`src/rtl/ex_div.sv`:
```
// Multi-cycle RV32M divider (DIV/DIVU/REM/REMU) for the EX stage.
// Radix-2 restoring divide, one quotient bit per cycle, with pipeline hold request.
module ex_div (
    input  logic        sys_clk,
    input  logic        sys_rst_n,
    input  logic        start,
    input  logic [2:0]  funct3,
    input  logic [31:0] dividend,
    input  logic [31:0] divisor,
    input  logic [4:0]  rd_addr_in,
    input  logic        flush,
    output logic [31:0] result,
    output logic        ready,
    output logic [4:0]  rd_addr_out,
    output logic        busy,
    output logic        hold_req
);

    // state | meaning
    // IDLE  | waiting for a divide request
    // CALC  | producing one quotient bit per cycle
    // DONE  | result valid, ready pulse, pipeline released
    typedef enum logic [1:0] {IDLE, CALC, DONE} state_t;

    state_t      state, state_nxt;
    logic [4:0]  count;
    logic [31:0] rem_q, quo_q, dvsr_q;
    logic        op_rem, neg_quo, neg_rem;
    logic [4:0]  rd_q;
    logic [31:0] res_new, result_q;
    logic [4:0]  rd_out_q;
    logic        ready_q;

    logic        is_signed, accept;
    logic [31:0] abs_a, abs_b;
    logic [32:0] rem_sh, diff;
    logic        no_borrow;
    logic [31:0] rem_step, quo_step, final_val;

    assign is_signed = ~funct3[0];
    assign accept    = (state == IDLE) & start & funct3[2] & ~flush;
    assign abs_a     = (is_signed & dividend[31]) ? (~dividend + 32'd1) : dividend;
    assign abs_b     = (is_signed & divisor[31])  ? (~divisor + 32'd1)  : divisor;

    assign rem_sh    = {rem_q, quo_q[31]};
    assign diff      = rem_sh - {1'b0, dvsr_q};
    assign no_borrow = ~diff[32];
    assign rem_step  = no_borrow ? diff[31:0] : rem_sh[31:0];
    assign quo_step  = {quo_q[30:0], no_borrow};
    assign final_val = op_rem ? (neg_rem ? (~rem_step + 32'd1) : rem_step)
                              : (neg_quo ? (~quo_step + 32'd1) : quo_step);

    always_ff @(posedge sys_clk or negedge sys_rst_n) begin
        if (!sys_rst_n) state <= IDLE;
        else            state <= state_nxt;
    end

    always_comb begin
        state_nxt = state;
        case (state)
            IDLE: if (accept) state_nxt = (divisor == 32'd0) ? DONE : CALC;
            CALC: begin
                if (flush)               state_nxt = IDLE;
                else if (count == 5'd31) state_nxt = DONE;
            end
            DONE:    state_nxt = IDLE;
            default: state_nxt = IDLE;
        endcase
    end

    always_ff @(posedge sys_clk or negedge sys_rst_n) begin
        if (!sys_rst_n) begin
            count    <= 5'd0;
            rem_q    <= 32'd0;
            quo_q    <= 32'd0;
            dvsr_q   <= 32'd0;
            op_rem   <= 1'b0;
            neg_quo  <= 1'b0;
            neg_rem  <= 1'b0;
            rd_q     <= 5'd0;
            res_new  <= 32'd0;
            result_q <= 32'd0;
            rd_out_q <= 5'd0;
            ready_q  <= 1'b0;
        end else begin
            case (state)
                IDLE: if (accept) begin
                    op_rem  <= funct3[1];
                    neg_quo <= is_signed & (dividend[31] ^ divisor[31]);
                    neg_rem <= is_signed & dividend[31];
                    dvsr_q  <= abs_b;
                    rem_q   <= 32'd0;
                    quo_q   <= abs_a;
                    count   <= 5'd0;
                    rd_q    <= rd_addr_in;
                    // Divide by zero skips CALC; REM returns the raw dividend.
                    if (divisor == 32'd0) begin
                        res_new <= funct3[1] ? dividend : 32'hFFFF_FFFF;
                        ready_q <= 1'b1;
                    end
                end
                CALC: if (!flush) begin
                    rem_q <= rem_step;
                    quo_q <= quo_step;
                    count <= count + 5'd1;
                    if (count == 5'd31) begin
                        res_new <= final_val;
                        ready_q <= 1'b1;
                    end
                end
                DONE: begin
                    ready_q <= 1'b0;
                    if (!flush) begin
                        result_q <= res_new;
                        rd_out_q <= rd_q;
                    end
                end
                default: ready_q <= 1'b0;
            endcase
        end
    end

    // A flush coinciding with DONE cancels the completion; old result stays visible.
    assign ready       = ready_q & ~flush;
    assign result      = ready ? res_new : result_q;
    assign rd_addr_out = ready ? rd_q : rd_out_q;
    assign busy        = (state != IDLE);
    assign hold_req    = accept | ((state == CALC) & ~flush);

endmodule

```
`config.mk`:
```
export PLATFORM = sky130hd
export DESIGN_NAME = ex_div
export DESIGN_NICKNAME = d
export VERILOG_FILES = /design/src/rtl/ex_div.sv
export SDC_FILE = /design/constraint.sdc
export NUM_CORES = 1
export LEC_CHECK = 0
export CAP_MARGIN = 20
export CORE_MARGIN = 2
export CORE_UTILIZATION = 60
export CTS_CLUSTER_SIZE = 10
export DETAILED_ROUTE_END_ITERATION = 8
export PLACE_DENSITY = 0.82
export RECOVER_POWER = 100
export SLEW_MARGIN = 20
export SYNTH_ARGS = -nofsm -noshare
export SYNTH_HDL_FRONTEND = slang
export SYNTH_SLANG_ARGS = --single-unit
```
`constraint.sdc`:
```
create_clock -name sys_clk -period 6.1 [get_ports sys_clk]
set_input_delay 0.61 -clock sys_clk [delete_from_list [all_inputs] [get_ports sys_clk]]
set_output_delay 0.61 -clock sys_clk [all_outputs]
set_load 0.01 [all_outputs]
```
# Word level (Yosys, flattened, before mapping)
# Cells that the tools add are included.
dict set report totals {
  ff_bits 181
  elab_cells 87
}
dict set report op_classes {
  n_mux 33
  n_eq_ne 8
  n_bitwise 17
  reduce_logical 10
  addsub 6
}
# op n
set op_table {}
lappend op_table {{32-bit 2-to-1 mux} 16}
lappend op_table {{32-bit one-hot mux with 2 select lines} 3}
lappend op_table {{32-bit by 1-bit adder with 32-bit output, second input constant} 4}
lappend op_table {{32-bit inverter} 4}
lappend op_table {{33-bit by 32-bit subtractor with 33-bit output} 1}
lappend op_table {{32-bit logical NOT} 1}
lappend op_table {{5-bit 2-to-1 mux} 3}
lappend op_table {{5-bit one-hot mux with 2 select lines} 1}
lappend op_table {{1-bit bitwise AND} 8}
lappend op_table {{2-bit 2-to-1 mux} 4}
lappend op_table {{2-bit != test, second input constant} 3}
lappend op_table {{2-bit AND reduction} 3}
lappend op_table {{5-bit by 1-bit adder with 5-bit output, second input constant} 1}
lappend op_table {{5-bit == test, second input constant} 1}
lappend op_table {{5-bit AND reduction} 1}
lappend op_table {{1-bit 2-to-1 mux} 4}
lappend op_table {{2-bit one-hot mux with 2 select lines} 1}
lappend op_table {{4-bit AND reduction} 1}
lappend op_table {{2-bit nonzero test} 2}
lappend op_table {{3-bit != test, second input constant} 1}
lappend op_table {{1-bit inverter} 3}
lappend op_table {{3-bit AND reduction} 1}
lappend op_table {{2-bit by 1-bit == test with 1-bit output, second input constant} 1}
lappend op_table {{2-bit == test, second input constant} 1}
lappend op_table {{5 further kinds} 5}

# Longest topological paths before layout
dict set report logic_depth {
  word_depth 9
  ltp_mapped 24
}

# Worst setup path after synthesis
# OpenSTA, ideal clock, no wires.
dict set report synth_path {
  path_type {reg2reg}
  start {reg rem_q[16]}
  end {reg res_new[28]}
  path_buffers 4
  t_arrival_ns 5.091
  path_slack_ns 0.886
  required_ns 5.977
  stages_incl_launch_ff 24
  cell_sequence {dfrtp_1 -> ha_1 -> buf_2 -> a21oi_2 -> o21ai_2 -> a211oi_2 -> o31ai_4 -> nor3_2 -> nor2_8 -> inv_2 -> buf_2 -> buf_1 -> nor2_1 -> a21oi_1 -> ha_1 -> or4b_1 -> nand2b_1 -> a21oi_1 -> a41oi_1 -> or4b_1 -> buf_2 -> or4_1 -> a31oi_1 -> o21ai_1}
}
dict set report synth_between {
  elab_chain_len 9
  elab_cells_between_ends 13
}
# item line
set synth_rtl {}
lappend synth_rtl {{start: declaration} 27} ;# logic [31:0] rem_q, quo_q, dvsr_q;
lappend synth_rtl {{start signal: assignment} 103} ;# rem_q <= rem_step;
lappend synth_rtl {{33-bit by 32-bit subtractor with 33-bit output} 46} ;# assign diff = rem_sh - {1'b0, dvsr_q};
lappend synth_rtl {{32-bit 2-to-1 mux or 1-bit inverter (tied branches)} {48, 47}}
lappend synth_rtl {{32-bit inverter (on tied branches)} {50, 51}}
lappend synth_rtl {{32-bit by 1-bit adder with 32-bit output (on tied branches)} {50, 51}}
lappend synth_rtl {{32-bit 2-to-1 mux (on tied branches)} {50, 51}}
lappend synth_rtl {{32-bit 2-to-1 mux (*)} 50} ;# assign final_val = op_rem ? (neg_rem ? (~rem_step + 32'd1) : rem_step)
lappend synth_rtl {{32-bit 2-to-1 mux (*)} 106} ;# if (count == 5'd31) begin
lappend synth_rtl {{32-bit 2-to-1 mux (*)} 102} ;# CALC: if (!flush) begin
lappend synth_rtl {{32-bit one-hot mux with 2 select lines (*)} 86} ;# case (state)
lappend synth_rtl {{end signal: assignment} 98} ;# res_new <= funct3[1] ? dividend : 32'hFFFF_FFFF;
lappend synth_rtl {{end signal: assignment} 107} ;# res_new <= final_val;
lappend synth_rtl {{end: declaration} 30} ;# logic [31:0] res_new, result_q;
# Mark *: on every way between the ends. The rest lies on a longest branch, timed or not. The select of a mux whose other input is x is not followed.
# A chain may end at the register's enable or synchronous reset.

# Worst setup path in the final report
dict set report layout_path {
  start {reg rem_q[4]}
  end {reg res_new[24]}
}
# The elaborated chain is that of the path after synthesis.

==> metrics.txt <==
Initial Util 0.608; most common cell in the synthesized netlist nand2_1; Critical Path End Type flip-flop; number of global-route vias before repair 12.5k; post-synth top area share 0.331; Final Cycle Share 0.930; Avg Vias per Cell 6.52; # nets final 1841; Die Area 24000 um^2; num ports approximately 120; FILL cells 1830; largest fanout on the critical path 14; total gr overflow 0; core area 22500 um^2; Placed Cells ~2.0k; RSZ-0062 raised after global routing false; share of layout cells above drive strength 1 0.0840; Worst EP arrival 5.98 ns; cell count after synthesis 1674; crit start category flip-flop; relative slew slack -2.00; clock-pin slew on the worst setup and hold paths 0.08 ns; diode count 0; H-tree level count 4; Max Cap Viol 5; CTS root buffer clkbuf_16; setup bufs post-CTS 0; Cell Pwr Density 486 nW/um^2; count of cell types in the netlist 86; placer congestion estimate slightly above 0.9; Hold WC Path Type reg -> reg; leakage 6.50 nW; mean cell area of the mapped netlist 8.17 um^2; DRT Wirelength 39900 um; CTS Buf Count 17; Async SR Flop Fraction 1.00; initial drt markers 1274; Max Freq between 150 and 200 MHz; synthesized cell area 13700 um^2; Post-synth EDFFs 0; XOR/XNOR share of the synthesized area 0.0737; mux share of post-synthesis cell area 0.0795; area of the multi-input gates 8510 um^2; Setup Total Neg Slack 0 ns; Die W approximately 150 um; top_reg_cell synth dfrtp_1; Syn. warnings 0; r2r endpoint res_new[24]; CP required ~6.4 ns; Power, Total 7.51 mW; Final Skew between 0.01 and 0.015 ns; final hold violations 0; Seq/Total Area, Yosys 0.331; DP Area about 15000 um^2; FF-to-FF Start rem_q[4]; die height 155 um; post-DP HPWL slightly below 30000 um; R2R cell count 18; number of remaining DRC errors 0; WL per Instance 19.7 um; Reg2Reg Setup Slack 0.43 ns; synthesis-stage register bit count ~180; top post-synthesis cells by area dfrtp_1, o21ai_0, mux2_2, nand2_1, a21oi_1; clock tree from TritonCTS yes; failing checks max-capacitance violations, max-slew violations; Simple-Gate Fraction of Synth Area 0.200; Hold Crit Endpoint dvsr_q[21]; Synth top cells by count nand2_1, o21ai_0, dfrtp_1, nor2_1, a21oi_1; Clock Latency Late Sink 0.45 ns; Hold Startpoint dvsr_q[21]; Layout Utilization 0.687; CTS Sinks 181; # rows 55; setup violators final 0; global-route wire length before repair 64900 um; slack of the critical path 0.428 ns; final instance area ~15000 um^2; crit path launch rem_q[4]; minimum clock period between 5 and 6 ns; Antenna Nets Post-Route 0; DR vias 13.2k; register area 4530 um^2; clk buf depth 2; Place WS between 0.7 and 0.8 ns; main combinational cell family by area after synthesis compound AO/OA/AOI/OAI gates; cts hold-fix bufs 0; post-cts sizing count 0; worst hold margin 0.480 ns; top cell type by total area after synthesis dfrtp_1; Max VDD drop 0.000357 V; worst setup path class reg -> reg; Port Buffers 115; Total GRT Usage 0.335; largest net degree at the start of global routing 94; initial antenna violation count 0; Worst Hold Path Cells 2; Worst Max-Slew Pin Slew 4.50 ns; Final Slew Violations 327; outcome finished with violations; drt pass-1 iters 6; syn nets roughly 1.8k; adder-cell share of the synthesized area 0.0362; non-filler cells in the finished layout 2023; Compound-Gate Fraction of Synth Area 0.234; Area growth, synth to finish 13.1%
per-layer routing:
layer  share of wire  wire length [um]  up-vias  global-route usage
li1                -                 -     6169                   -
met5               0                 0        -                   0
met3           0.083              3310      103              0.0510
met2            0.46             18200      674               0.535
met1            0.43             17200     6252               0.468
met4           0.030              1200        0               0.114
worst max path at each step:
stage                     cells past startpoint  slack [ns]          end
final                                        18        0.43  res_new[24]
after global routing                         18        0.12  res_new[24]
after CTS                                    21        0.66  res_new[24]
after detailed placement                     21        0.73  res_new[28]
after global placement                       21        0.87  res_new[28]
after floorplan                              23        0.89  res_new[28]
sequential cells by signal (all words and copies together), names as in the netlist, 2 cells and up:
name      cells
rd_out_q      5
rem_q        32
rd_q          5
dvsr_q       32
state         2
count         5
result_q     32
quo_q        32
res_new      32
logic make-up (layout without fill, tap and decap cells):
kind of cell / after synthesis / count (layout)
simple gates: 570 / 570
buf+inv: 159 / 223
mux: 99 / 99
flops: 181 / 181
xor+xnor: 115 / 115
compound gates: 511 / 511
fa+ha+maj: 39 / 39
where the power goes:
part	total, mW	internal [mW]	switching (mW)
clock	1.12	0.581	0.538
sequential	1.70	1.42	0.277
combinational	4.69	1.67	3.02
cell usage in the layout (no fill, tap or decap), types with 54 or more instances in the layout:
cell type / Yosys / routed
dfrtp_1: 181 / 181
xnor2_1: 61 / 61
clkdlybuf4s50_1: 0 / 74
mux2_2: 77 / 74
xor2_1: 54 / 54
inv_1: 56 / 57
nand2_1: 195 / 195
o21ai_0: 191 / 192
a21oi_1: 117 / 117
nor2_1: 137 / 137
layout make-up:
type,instances,area share
inverter,60,0.0146
tap,285,0.0231
clock buffer,17,0.0275
timing repair buffer,132,0.0808
multi-input combinational,1334,0.551
sequential,181,0.293
clock inverter,14,0.0103
worst max-delay path, cell delays in order (launching register included):
cell	delay, ns
dfrtp_1	0.43
ha_1	0.37
a21oi_1	0.42
nand2_1	0.15
o211ai_1	0.46
a21oi_2	0.17
o21a_4	0.28
nor2_1	0.19
inv_2	0.09
a21oi_1	0.27
ha_1	0.28
or4b_1	0.51
nand2b_1	0.19
a21oi_1	0.13
a41oi_1	0.10
or4b_1	0.70
or2_0	0.30
a211oi_1	0.29
o21ai_0	0.17
No activity file was read; power rests on OpenSTA's default activity.
